`src/rtl/fetch_pc_unit.sv`:
```
// Fetch PC unit: owns the PC, issues word fetches, queues two results.
// Optional FETCH_MISALIGN_TRAP_EN: misaligned redirect traps and halts.
module fetch_pc_unit #(
    parameter logic [31:0] RESET_PC = 32'h0000_0000
) (
    input  logic        clock,
    input  logic        reset_n,
    input  logic        pcsel,
    input  logic [31:0] alu_target,
    output logic        imem_req_valid,
    input  logic        imem_req_ready,
    output logic [31:0] imem_addr,
    input  logic        imem_rsp_valid,
    input  logic [31:0] imem_rsp_data,
    output logic        if_valid,
    input  logic        if_ready,
    output logic [31:0] if_pc,
    output logic [31:0] if_instr,
    output logic        misalign
);

    logic [31:0] pc_q, pc_d;
    logic [31:0] req_pc_q, req_pc_d;
    logic        out_q, out_d;
    logic        kill_q, kill_d;
    logic [1:0]  count_q, count_d;
    logic [31:0] q0_pc_q, q0_pc_d;
    logic [31:0] q0_ins_q, q0_ins_d;
    logic [31:0] q1_pc_q, q1_pc_d;
    logic [31:0] q1_ins_q, q1_ins_d;
    logic        halt;
    logic [31:0] tgt;
    logic        accept;
    logic        push;
    logic        pop;

`ifdef FETCH_MISALIGN_TRAP_EN
    logic misalign_q, misalign_d;

    assign halt     = misalign_q;
    assign tgt      = alu_target;
    assign misalign = misalign_q;

    // Each redirect re-evaluates the sticky misalign trap
    always_comb begin
        misalign_d = misalign_q;
        if (pcsel) begin
            misalign_d = |alu_target[1:0];
        end
    end

    // Misalign trap register
    always_ff @(posedge clock or negedge reset_n) begin
        if (!reset_n) begin
            misalign_q <= 1'b0;
        end else begin
            misalign_q <= misalign_d;
        end
    end
`else
    assign halt     = 1'b0;
    assign tgt      = alu_target & 32'hFFFF_FFFC;
    assign misalign = 1'b0;
`endif

    // Only one fetch in flight, and only when the queue has a free slot
    assign imem_req_valid = reset_n && !out_q
                         && (count_q != 2'd2) && !halt;
    assign imem_addr      = pc_q;
    assign if_valid       = (count_q != 2'd0);
    assign if_pc          = q0_pc_q;
    assign if_instr       = q0_ins_q;

    assign accept = imem_req_valid && imem_req_ready;
    assign push   = imem_rsp_valid && !kill_q;
    assign pop    = if_valid && if_ready;

    // Next-state: redirect flushes everything, otherwise fetch/push/pop
    always_comb begin
        pc_d     = pc_q;
        req_pc_d = req_pc_q;
        out_d    = out_q;
        kill_d   = kill_q;
        count_d  = count_q;
        q0_pc_d  = q0_pc_q;
        q0_ins_d = q0_ins_q;
        q1_pc_d  = q1_pc_q;
        q1_ins_d = q1_ins_q;
        if (imem_rsp_valid) begin
            out_d = 1'b0;
        end
        if (accept) begin
            out_d    = 1'b1;
            req_pc_d = pc_q;
        end
        if (pcsel) begin
            pc_d    = tgt;
            count_d = 2'd0;
            kill_d  = out_d;
        end else begin
            if (accept) begin
                pc_d = pc_q + 32'd4;
            end
            if (imem_rsp_valid && kill_q) begin
                kill_d = 1'b0;
            end
            case ({push, pop})
                2'b10: begin
                    if (count_q == 2'd0) begin
                        q0_pc_d  = req_pc_q;
                        q0_ins_d = imem_rsp_data;
                    end else begin
                        q1_pc_d  = req_pc_q;
                        q1_ins_d = imem_rsp_data;
                    end
                    count_d = count_q + 2'd1;
                end
                2'b01: begin
                    q0_pc_d  = q1_pc_q;
                    q0_ins_d = q1_ins_q;
                    count_d  = count_q - 2'd1;
                end
                2'b11: begin
                    if (count_q == 2'd1) begin
                        q0_pc_d  = req_pc_q;
                        q0_ins_d = imem_rsp_data;
                    end else begin
                        q0_pc_d  = q1_pc_q;
                        q0_ins_d = q1_ins_q;
                        q1_pc_d  = req_pc_q;
                        q1_ins_d = imem_rsp_data;
                    end
                end
                default: begin
                end
            endcase
        end
    end

    // State registers
    always_ff @(posedge clock or negedge reset_n) begin
        if (!reset_n) begin
            pc_q     <= RESET_PC;
            req_pc_q <= 32'd0;
            out_q    <= 1'b0;
            kill_q   <= 1'b0;
            count_q  <= 2'd0;
            q0_pc_q  <= 32'd0;
            q0_ins_q <= 32'd0;
            q1_pc_q  <= 32'd0;
            q1_ins_q <= 32'd0;
        end else begin
            pc_q     <= pc_d;
            req_pc_q <= req_pc_d;
            out_q    <= out_d;
            kill_q   <= kill_d;
            count_q  <= count_d;
            q0_pc_q  <= q0_pc_d;
            q0_ins_q <= q0_ins_d;
            q1_pc_q  <= q1_pc_d;
            q1_ins_q <= q1_ins_d;
        end
    end

endmodule

```
`config.mk`:
```
export PLATFORM = sky130hd
export DESIGN_NAME = fetch_pc_unit
export DESIGN_NICKNAME = d
export VERILOG_FILES = /design/src/rtl/fetch_pc_unit.sv
export SDC_FILE = /design/constraint.sdc
export NUM_CORES = 1
export LEC_CHECK = 0
export ABC_AREA = 1
export CORE_UTILIZATION = 40
export CTS_CLUSTER_DIAMETER = 120
export CTS_CLUSTER_SIZE = 25
export DETAILED_ROUTE_END_ITERATION = 10
export PLACE_DENSITY_LB_ADDON = 0.3
export SKIP_CTS_REPAIR_TIMING = 1
export SYNTH_ARGS = -nofsm -noshare
export SYNTH_HDL_FRONTEND = slang
export SYNTH_SLANG_ARGS = --single-unit
```
`constraint.sdc`:
```
create_clock -name clock -period 4.8 [get_ports clock]
set_clock_uncertainty 0.2 [all_clocks]
set_input_delay 0.48 -clock clock [delete_from_list [all_inputs] [get_ports clock]]
set_output_delay 0.48 -clock clock [all_outputs]
set_load 0.02 [all_outputs]
```
==> summary.txt, run 1 <==
Global routing
  – Number of global-route vias before repair: 6987
  – First-pass GRT wire length: 35200 um
  – Gr usage total: between 10% and 20%
  – Initial antenna violation count: 0
  – Largest net degree at the start of global routing: 74
  – Total grt overflow: 0

Setup path
  – CP Data Arrival Time: 3560 ps
  – Critical path class: input port to flip-flop
  – Slowest-stage cell, CP: nand2_1
  – Crit start category: input port
  – Crit-path most repeated cell: nand2_1
  – Worst path required time: 4900 ps
  – Crit path largest cell delay: 640 ps
  – CP endpoint kind: flip-flop
  – Cell chain of the critical path: dlygate4sd3_1, clkbuf_8, inv_1, nor2_1, nand3_2, buf_4, nand2_1, clkinv_1, nand2_1, o211ai_1
  – Crit path max-delay family: buffers and inverters
  – Internal reg-to-reg setup slack: 1610 ps
  – Buf+Inv Stages, Crit Path: 5
  – Worst-path fanout max: 73

Synth
  – Post-synth EDFFs: 0
  – Yosys reg bits: 189
  – Mapped Area: 0.00886 mm^2
  – Syn avg cell area: between 8 and 9 um^2
  – Syn Inst Count: 1099
  – Most used DFF post-synth: dfrtp_1
  – Netlist cell types: 31
  – Seq/Total Area, Yosys: 53.4%
  – Yosys Warn Count: 0
  – Post-synth ARST share: 100%

Final layout
  – # fillers: 2077
  – Final layout net count: 1309
  – Fraction of layout cells with a size suffix above 1: 4.81%
  – N_diodes: 0
  – Finished Core Util: 51.7%
  – Synth-to-layout area growth: 26.9%

Power
  – PwrDens: approximately 600 mW/mm^2
  – Overall power: between 6000 and 7000 uW
  – Peak supply drop: 0.213 mV
  – Pleak: ~0.0051 uW

Drt
  – Total number of vias: approximately 7400
  – DRC viols: 0
  – Final WL: between 20000 and 25000 um
  – Routed Antenna Nets: 0
  – Initial DRT Pass Iterations: 5
  – Starting DRT DRC Count: ~370
  – WL/cell: 14.0 um
  – Vias per cell: 4.84

Clock network
  – TritonCTS clock tree: done
  – Num CTS Buffers: 17
  – Clk root buf: clkbuf_16
  – Clk Latency, worst-skew pair: 420 ps
  – CTS Buffer Depth: 2
  – H-tree depth: 4
  – CTS sink count: 189
  – CTS clk-pin slew, worst paths: 70 ps

Timing
  – Setup ws final: 1340 ps
  – RSZ-0062 raised after global routing: false
  – Final Hold Fails: 0
  – Setup TNS: 0 ps
  – Fin crit period: approximately 3500 ps
  – Slew @ Worst Pin: 905 ps
  – Max Slew Vio Count: 0
  – Slew margin rel.: 39.7%
  – Fmax: just under 300 MHz
  – Setup violators final: 0
  – Fin crit share: just over 70%

Floorplan
  – Horiz. Die Dim: between 150 and 200 um
  – Die H: roughly 150 um
  – I/O pin cnt: between 150 and 200
  – Initial Util: about two fifths
  – Die outline area: about 0.023 mm^2
  – Core area: 0.0218 mm^2
  – Row count: 54

Place
  – Final Wtd Congestion: 0.855
  – Dpl hpwl: 14600 um
  – DP Worst Slack: 1370 ps
  – Port Buffers: between 150 and 200

Run status
  – Outcome: completed

Flow run
  – Max-cap violation count: 0

Min path
  – Min-delay worst type: flip-flop to flip-flop
==> worst paths after layout <==
kind,from,endpoint,cells past startpoint
hold reg to reg,q1_pc_q[28],q1_pc_q[28],2
max in group asynchronous,reset_n,q1_pc_q[6],3
hold / removal,q1_pc_q[28],q1_pc_q[28],2
setup / recovery,reset_n,imem_addr[4],10
min in group asynchronous,reset_n,imem_addr[2],2
setup reg to reg,count_q[0],if_instr[18],10
==> cell usage in the layout (no fill, tap or decap), types with 4 or more instances in the layout <==
master	synthesis	routed
buf_4	17	13
o21ai_1	37	37
xor2_1	6	6
nand2_1	295	295
nor2_1	103	103
ha_1	4	4
o21bai_1	4	4
dfrtp_1	189	189
clkbuf_16	0	17
clkinv_2	0	5
clkdlybuf4s50_1	0	162
o21ai_0	85	85
nand2_2	5	5
inv_1	120	120
nand3_1	107	107
a31oi_1	62	62
==> cells by family after synthesis <==
family	after synthesis	share of synthesized area [%]
compound gates	193	12.1
xor+xnor	7	0.692
fa+ha+maj	4	0.565
buf+inv	186	8.99
flops	189	53.4
other cells	1	0.0423
simple gates	519	24.2
==> registers in the layout, summed over array words and instances (netlist names) <==
| signal | count |
|---|---|
| q1_pc_q | 30 |
| out_q | 1 |
| count_q | 2 |
| kill_q | 1 |
| if_pc | 31 |
| imem_addr | 30 |
| if_instr | 32 |
| req_pc_q | 30 |
| q1_ins_q | 32 |
==> layer usage <==
metal  up-vias  GRT usage (%)  routed length (um)
met5         -              0                   0
met4         0           7.30                 505
met3        31           3.67                1030
met2       184           30.9                9430
met1      3380           27.8               10400
li1       3801              -                   -
==> cells in the mapped netlist, types with 16 or more instances <==
cell type | instances | area [um^2]
dfrtp_1 | 189 | 4730
o21ai_1 | 37 | 185
inv_1 | 120 | 450
o21ai_0 | 85 | 425
clkbuf_1 | 21 | 78.8
nor2_1 | 103 | 387
a31oi_1 | 62 | 388
nand3_1 | 107 | 536
nand2_1 | 295 | 1110
buf_4 | 17 | 128
buf_2 | 16 | 80.1
==> through the flow <==
step / area [um^2] / instances / hold WS (ps)
final: 11200 / 1528 / 287
after floorplan: 8870 / 1101 / -15.6
after global placement: 10600 / 1495 / 267
after global routing: 11200 / 1528 / 307
after detailed placement: 10600 / 1495 / 274
after CTS: 11200 / 1527 / -120
==> cell type report <==
| cell class | count | area (um^2) | area share (%) |
|---|---|---|---|
| Tap cell | 280 | 350 | 3.11 |
| Clock inverter | 13 | 161 | 1.43 |
| Clock buffer | 19 | 453 | 4.03 |
| Timing Repair Buffer | 177 | 1740 | 15.5 |
| Multi-Input combinational cell | 726 | 3350 | 29.7 |
| Sequential cell | 189 | 4730 | 42.0 |
| Inverter | 124 | 465 | 4.14 |
==> tightest hold or removal path: cells and delay by family (launching register included) <==
kind / cells / cell delay (ps)
flip-flops: 1 / 340
AO/OA/AOI/OAI: 1 / 60
AND/OR/NAND/NOR: 1 / 50
==> where the power goes <==
| part | total [uW] | leakage (uW) | internal (uW) | switching (uW) |
|---|---|---|---|---|
| logic | 2410 | 0.00249 | 1050 | 1350 |
| clock network | 1480 | 0.000310 | 853 | 622 |
| registers | 2740 | 0.00230 | 2280 | 455 |
(Power assumes the default switching activity.)
==> run 2, diff against run 1 <==
- clock period: 4.8 -> 3.1 ns (I/O delays scaled with it)
==> run 2 against run 1 <==
Net effect:
- clock power is 48% higher
- setup slack worse by 680 ps
- cell area is 0.29% higher
- first-iteration DRC count is 11% higher
- total power is 54% higher
- via count is 1.1% higher
- sequential share of layout area is 0.12 points lower
- utilization is 0.15 points higher
- critical path type is now input port to output port
==> summary.txt, run 2 (same netlist as run 1, synthesis figures left out) <==
Setup path
  – Worst path required time: 2590 ps (-2310 ps)
  – Worst-path fanout max: 21 (-71%)
  – Crit start category: input port
  – Worst r2r src: count_q[0]
  – Critical path class: input port to output port
  – Worst Setup SP: reset_n
  – CP endpoint kind: output port
  – CP Data Arrival Time: 1920 ps (-1640 ps)

Drt
  – WL/cell: 14.2 um (+1.5%)
  – Routed Antenna Nets: 0 (unchanged)
  – Vias per cell: 4.89 (+0.94%)
  – Total number of vias: 7475 (+1.1%)
  – DRC viols: 0 (unchanged)
  – Final WL: 21700 um (+1.6%)
  – Starting DRT DRC Count: 417 (+11%)
  – Initial DRT Pass Iterations: 5 (unchanged)

Final layout
  – Non-Filler Instances: 1530 (+0.13%)
  – N_diodes: 0 (unchanged)
  – Commonest non-fill, non-tap cell in the layout: nand2_1
  – Most frequent cells in the layout: nand2_1 (295), dfrtp_1 (189), clkdlybuf4s50_1 (162), inv_1 (120), nand3_1 (107)
  – Cell area after layout: 0.0113 mm^2 (+0.29%)
  – Synth-to-layout area growth: 27.3%
  – Final layout net count: 1311 (+0.15%)
  – Fraction of layout cells with a size suffix above 1: 4.80% (-0.0077 points)

Timing
  – Final Hold Fails: 0 (unchanged)
  – Slew @ Worst Pin: 885 ps (-19.9 ps)
  – Final Hold Slack: 103 ps (-183 ps)
  – RSZ-0062 raised after global routing: false
  – Setup violators final: 0 (unchanged)
  – Setup TNS: 0 ps (unchanged)
  – Slew margin rel.: 41.0% (+1.3 points)
  – Fin crit share: 78.5%
  – Fin crit period: 2430 ps
  – Fmax: 411 MHz
  – Max Slew Vio Count: 0 (unchanged)

Clock network
  – Clk Latency, worst-skew pair: 430 ps (about the same)
  – CTS Buffer Depth: 2 (unchanged)
  – Num CTS Buffers: 17 (unchanged)
  – Clk root buf: clkbuf_16
  – CTS clk-pin slew, worst paths: 70 ps (about the same)
  – H-tree depth: 4 (unchanged)
  – TritonCTS clock tree: done
  – CTS sink count: 189 (unchanged)

Power
  – Pleak: 0.00510 uW (-0.13%)
  – PwrDens: 902 mW/mm^2 (+53%)
  – Peak supply drop: 0.376 mV (+76%)

Floorplan
  – Core area: 0.0218 mm^2 (unchanged)
  – Die outline area: 0.0228 mm^2 (unchanged)
  – I/O pin cnt: 169 (unchanged)
  – Horiz. Die Dim: 151 um (unchanged)
  – Row count: 54 (unchanged)
  – Die H: 151 um (unchanged)
  – Initial Util: 40.7% (unchanged)

Place
  – Final Wtd Congestion: 0.851 (-0.36%)
  – Dpl hpwl: 14700 um (+0.44%)
  – Port Buffers: 163 (unchanged)
  – DP Area: 0.0107 mm^2 (+0.61%)
  – Placed Instances: 1497 (+0.13%)

Global routing
  – Initial antenna violation count: 0 (unchanged)
  – First-pass GRT wire length: 35500 um (+0.94%)
  – Gr usage total: 19.9% (-0.043 points)
  – Number of global-route vias before repair: 7088 (+1.4%)
  – Total grt overflow: 0 (unchanged)
  – Largest net degree at the start of global routing: 126 (+70%)

Run status
  – Outcome: completed

Min path
  – Min-delay worst type: input port to async pin

Flow run
  – Max-cap violation count: 0 (unchanged)
==> run 2: layer usage <==
layer	share of wire [%]	wire, um	global-route usage (%)
met5	0	0	0
met2	45	9770	31.0
met1	48	10400	27.7
met3	5.6	1220	3.77
met4	1.6	354	6.80
==> run 2: cell type report <==
cell class | count | area [um^2]
fill | 2027 | 10500
sequential | 189 | 4730
multi-input combinational | 726 | 3350
timing repair buffer | 179 | 1810
inverter | 124 | 465
clock buffer | 20 | 447
tap | 280 | 350
clock inverter | 12 | 135
==> run 2: final timing paths <==
| kind | slack, ps | end | cells past startpoint |
|---|---|---|---|
| max | 670 | imem_req_valid | 5 |
| min | 100 | imem_addr[5] | 2 |
| max reg2reg | 770 | if_instr[22] | 9 |
| min reg2reg | 290 | q1_ins_q[15] | 2 |
| max in group asynchronous | 1450 | req_pc_q[15] | 3 |
| min in group clock | 250 | imem_addr[16] | 3 |
==> run 2: power breakdown <==
group	internal [uW]	leakage [uW]	switching, uW	total, uW
logic	1660	0.00252	2110	3760
clock network	1220	0.000273	968	2190
registers	3530	0.00230	698	4230
total	6410	0.00510	3770	10200
==> run 2: critical path: stages <==
cell and delay, ps:
dlygate4sd3_1 540, clkbuf_8 250, inv_1 80, nor3_1 120, clkdlybuf4s50_1 620
==> run 2: per-stage QoR <==
stage,worst slack [ps],utilization [%],total power (uW)
floorplan,1240,-,6400
finish,665,51.9,10200
detailed placement,708,49.1,8070
CTS,691,51.8,10300
global route,593,51.9,10900
global placement,743,49.1,7940
==> run 3, diff against run 2 <==
- clock period: 3.1 -> 2.2 ns (I/O delays scaled with it)
==> run 3 against run 2 <==
Net effect:
- cell area up 1.4%
- register-to-register slack got worse by 590 ps
- routed wire length shrank 1.4%
- flip-flop and latch count is the same
- critical path depth rose by 2
- count of clock-buffer cells in the layout unchanged
- setup slack got worse by 480 ps
- combinational power increased by 44%
- clock power is 42% higher
- total power is 42% higher
- critical path type is now flip-flop to flip-flop
==> summary.txt, run 3 (same netlist as run 1, synthesis figures left out) <==
Drt
  – Met2 WL: 9500 um (-2.7%)
  – Starting DRT DRC Count: 398 (-4.6%)
  – Vias per cell: 4.89 (+0.15%)
  – Routed Antenna Nets: 0 (unchanged)
  – Final WL: 21400 um (-1.4%)
  – DRC viols: 0 (unchanged)
  – Top Metal Used: met4
  – Met3 WL: 1300 um (+6.1%)
  – Total number of vias: 7535 (+0.80%)
  – Initial DRT Pass Iterations: 5 (unchanged)
  – WL/cell: 13.9 um (-2.1%)
  – Met1 WL: 10300 um (-1.3%)

Global routing
  – Number of global-route vias before repair: 6968 (-1.7%)
  – Initial antenna violation count: 0 (unchanged)
  – Total grt overflow: 0 (unchanged)
  – First-pass GRT wire length: 34900 um (-1.8%)
  – Gr usage total: 19.6% (-0.25 points)
  – Largest net degree at the start of global routing: 190 (+51%)

Timing
  – Max Slew Vio Count: 0 (unchanged)
  – RSZ-0062 raised after global routing: false
  – Slew @ Worst Pin: 1120 ps (+231 ps)
  – Slew margin rel.: 25.6% (-15 points)
  – Fin crit share: 91.7%
  – Setup violators final: 0 (unchanged)
  – Fin crit period: 2020 ps
  – Final Hold Fails: 0 (unchanged)
  – Fmax: 496 MHz
  – Final Hold Slack: 154 ps (+50.4 ps)

Setup path
  – Crit path largest cell delay: 420 ps (-200 ps)
  – Slowest-stage cell, CP: nor2_1
  – Crit start category: flip-flop
  – Internal reg-to-reg setup slack: 180 ps (-590 ps)
  – R2r endpoint: imem_addr[4]
  – CP endpoint kind: flip-flop
  – Worst r2r src: count_q[0]
  – Worst path required time: 2350 ps (-240 ps)
  – CP Data Arrival Time: 2160 ps (+240 ps)
  – Reg2Reg Depth: 7 (-2)
  – Worst-path fanout max: 5 (-76%)
  – Critical path class: flip-flop to flip-flop
  – Cell chain of the critical path: inv_1, ha_1, nor2_1, nand3_2, nor2_1, inv_1, o211ai_1

Place
  – Port Buffers: 163 (unchanged)
  – Final Wtd Congestion: 0.853 (+0.13%)
  – Dpl hpwl: 14400 um (-1.9%)
  – Placed Instances: 1507 (+0.67%)

Clock network
  – Clk root buf: clkbuf_16
  – CTS sink count: 189 (unchanged)
  – TritonCTS clock tree: done
  – CTS Buffer Depth: 2 (unchanged)
  – Clk Latency, worst-skew pair: 430 ps (about the same)
  – Num CTS Buffers: 17 (unchanged)
  – H-tree depth: 4 (unchanged)
  – CTS clk-pin slew, worst paths: 70 ps (about the same)

Min path
  – Min-delay worst type: input port to flip-flop
  – WHS Endpoint: imem_addr[15]
  – WHS Path Cells: 3
  – Hold_sp: alu_target[15]

Power
  – Pleak: 0.00520 uW (+2.0%)
  – PwrDens: 1270 mW/mm^2 (+40%)
  – Peak supply drop: 0.516 mV (+37%)
  – Overall power: 14500 uW (+42%)

Floorplan
  – Horiz. Die Dim: 151 um (unchanged)
  – Row count: 54 (unchanged)
  – Initial Util: 40.7% (unchanged)
  – I/O pin cnt: 169 (unchanged)
  – Die outline area: 0.0228 mm^2 (unchanged)
  – Die H: 151 um (unchanged)
  – Core area: 0.0218 mm^2 (unchanged)

Final layout
  – Commonest non-fill, non-tap cell in the layout: nand2_1
  – Non-Filler Instances: 1540 (+0.65%)
  – Finished Core Util: 52.6% (+0.71 points)
  – Most frequent cells in the layout: nand2_1 (295), dfrtp_1 (189), clkdlybuf4s50_1 (160), inv_1 (120), nand3_1 (107)
  – Final layout net count: 1321 (+0.76%)
  – N_diodes: 0 (unchanged)
  – Fraction of layout cells with a size suffix above 1: 5.63% (+0.83 points)
  – Synth-to-layout area growth: 29.0%

Run status
  – Outcome: completed

Flow run
  – Max-cap violation count: 0 (unchanged)
-- run 3: changes by cell type in the layout (fill, tap and decap cells not counted), sizes merged --
cell and delta:
dlymetal6s2s +2, inv -1, clkdlybuf4s50 -2, clkinvlp -1, buf +10, clkinv +2
-- run 3: worst max path at each step --
stage / cells after the start / endpoint / start
after floorplan: 9 / q1_ins_q[20] / count_q[0]
after global placement: 9 / if_instr[9] / imem_rsp_valid
after detailed placement: 9 / if_instr[13] / imem_rsp_valid
after CTS: 4 / imem_req_valid / count_q[0]
after global routing: 7 / imem_addr[7] / count_q[0]
final: 7 / imem_addr[4] / count_q[0]
-- run 3: area by class of cell --
| cell class | instances | area [um^2] |
|---|---|---|
| clock buffers | 20 | 457 |
| clock inverters | 12 | 136 |
| fillers | 2029 | 10300 |
| inverters | 124 | 465 |
| multi-input cells | 726 | 3350 |
| flip-flops and latches | 189 | 4730 |
| well taps | 280 | 350 |
| repair buffers | 189 | 1950 |
-- run 3: power breakdown --
part	leakage, uW	total, uW	internal (uW)	switching (uW)
combinational	0.00262	5400	2430	2970
clock	0.000283	3100	1740	1360
sequential	0.00230	5960	4970	988
total	0.00520	14500	9150	5320
-- run 3: critical path: cells and delay by family, from the launching register on --
family                   cells  cell delay (ps)
buffers and inverters        2              290
AO/OA/AOI/OAI                1              200
flip-flops                   1              350
adder cells (fa/ha/maj)      1              220
AND/OR/NAND/NOR              3              670
-- run 3: through the flow --
stage	setup TNS, ps	worst slack [ps]	cell area, um^2
after floorplan	0	342	8870
after global placement	0	164	10800
after detailed placement	0	124	10800
after CTS	-151	-122	11400
after global routing	0	1.22	11400
final	0	183	11400
-- run 3: metal layers --
layer | global-route usage, % | vias up
li1 | - | 3839
met1 | 27.4 | 3440
met2 | 30.2 | 233
met3 | 4.19 | 23
met4 | 6.70 | 0
met5 | 0 | -
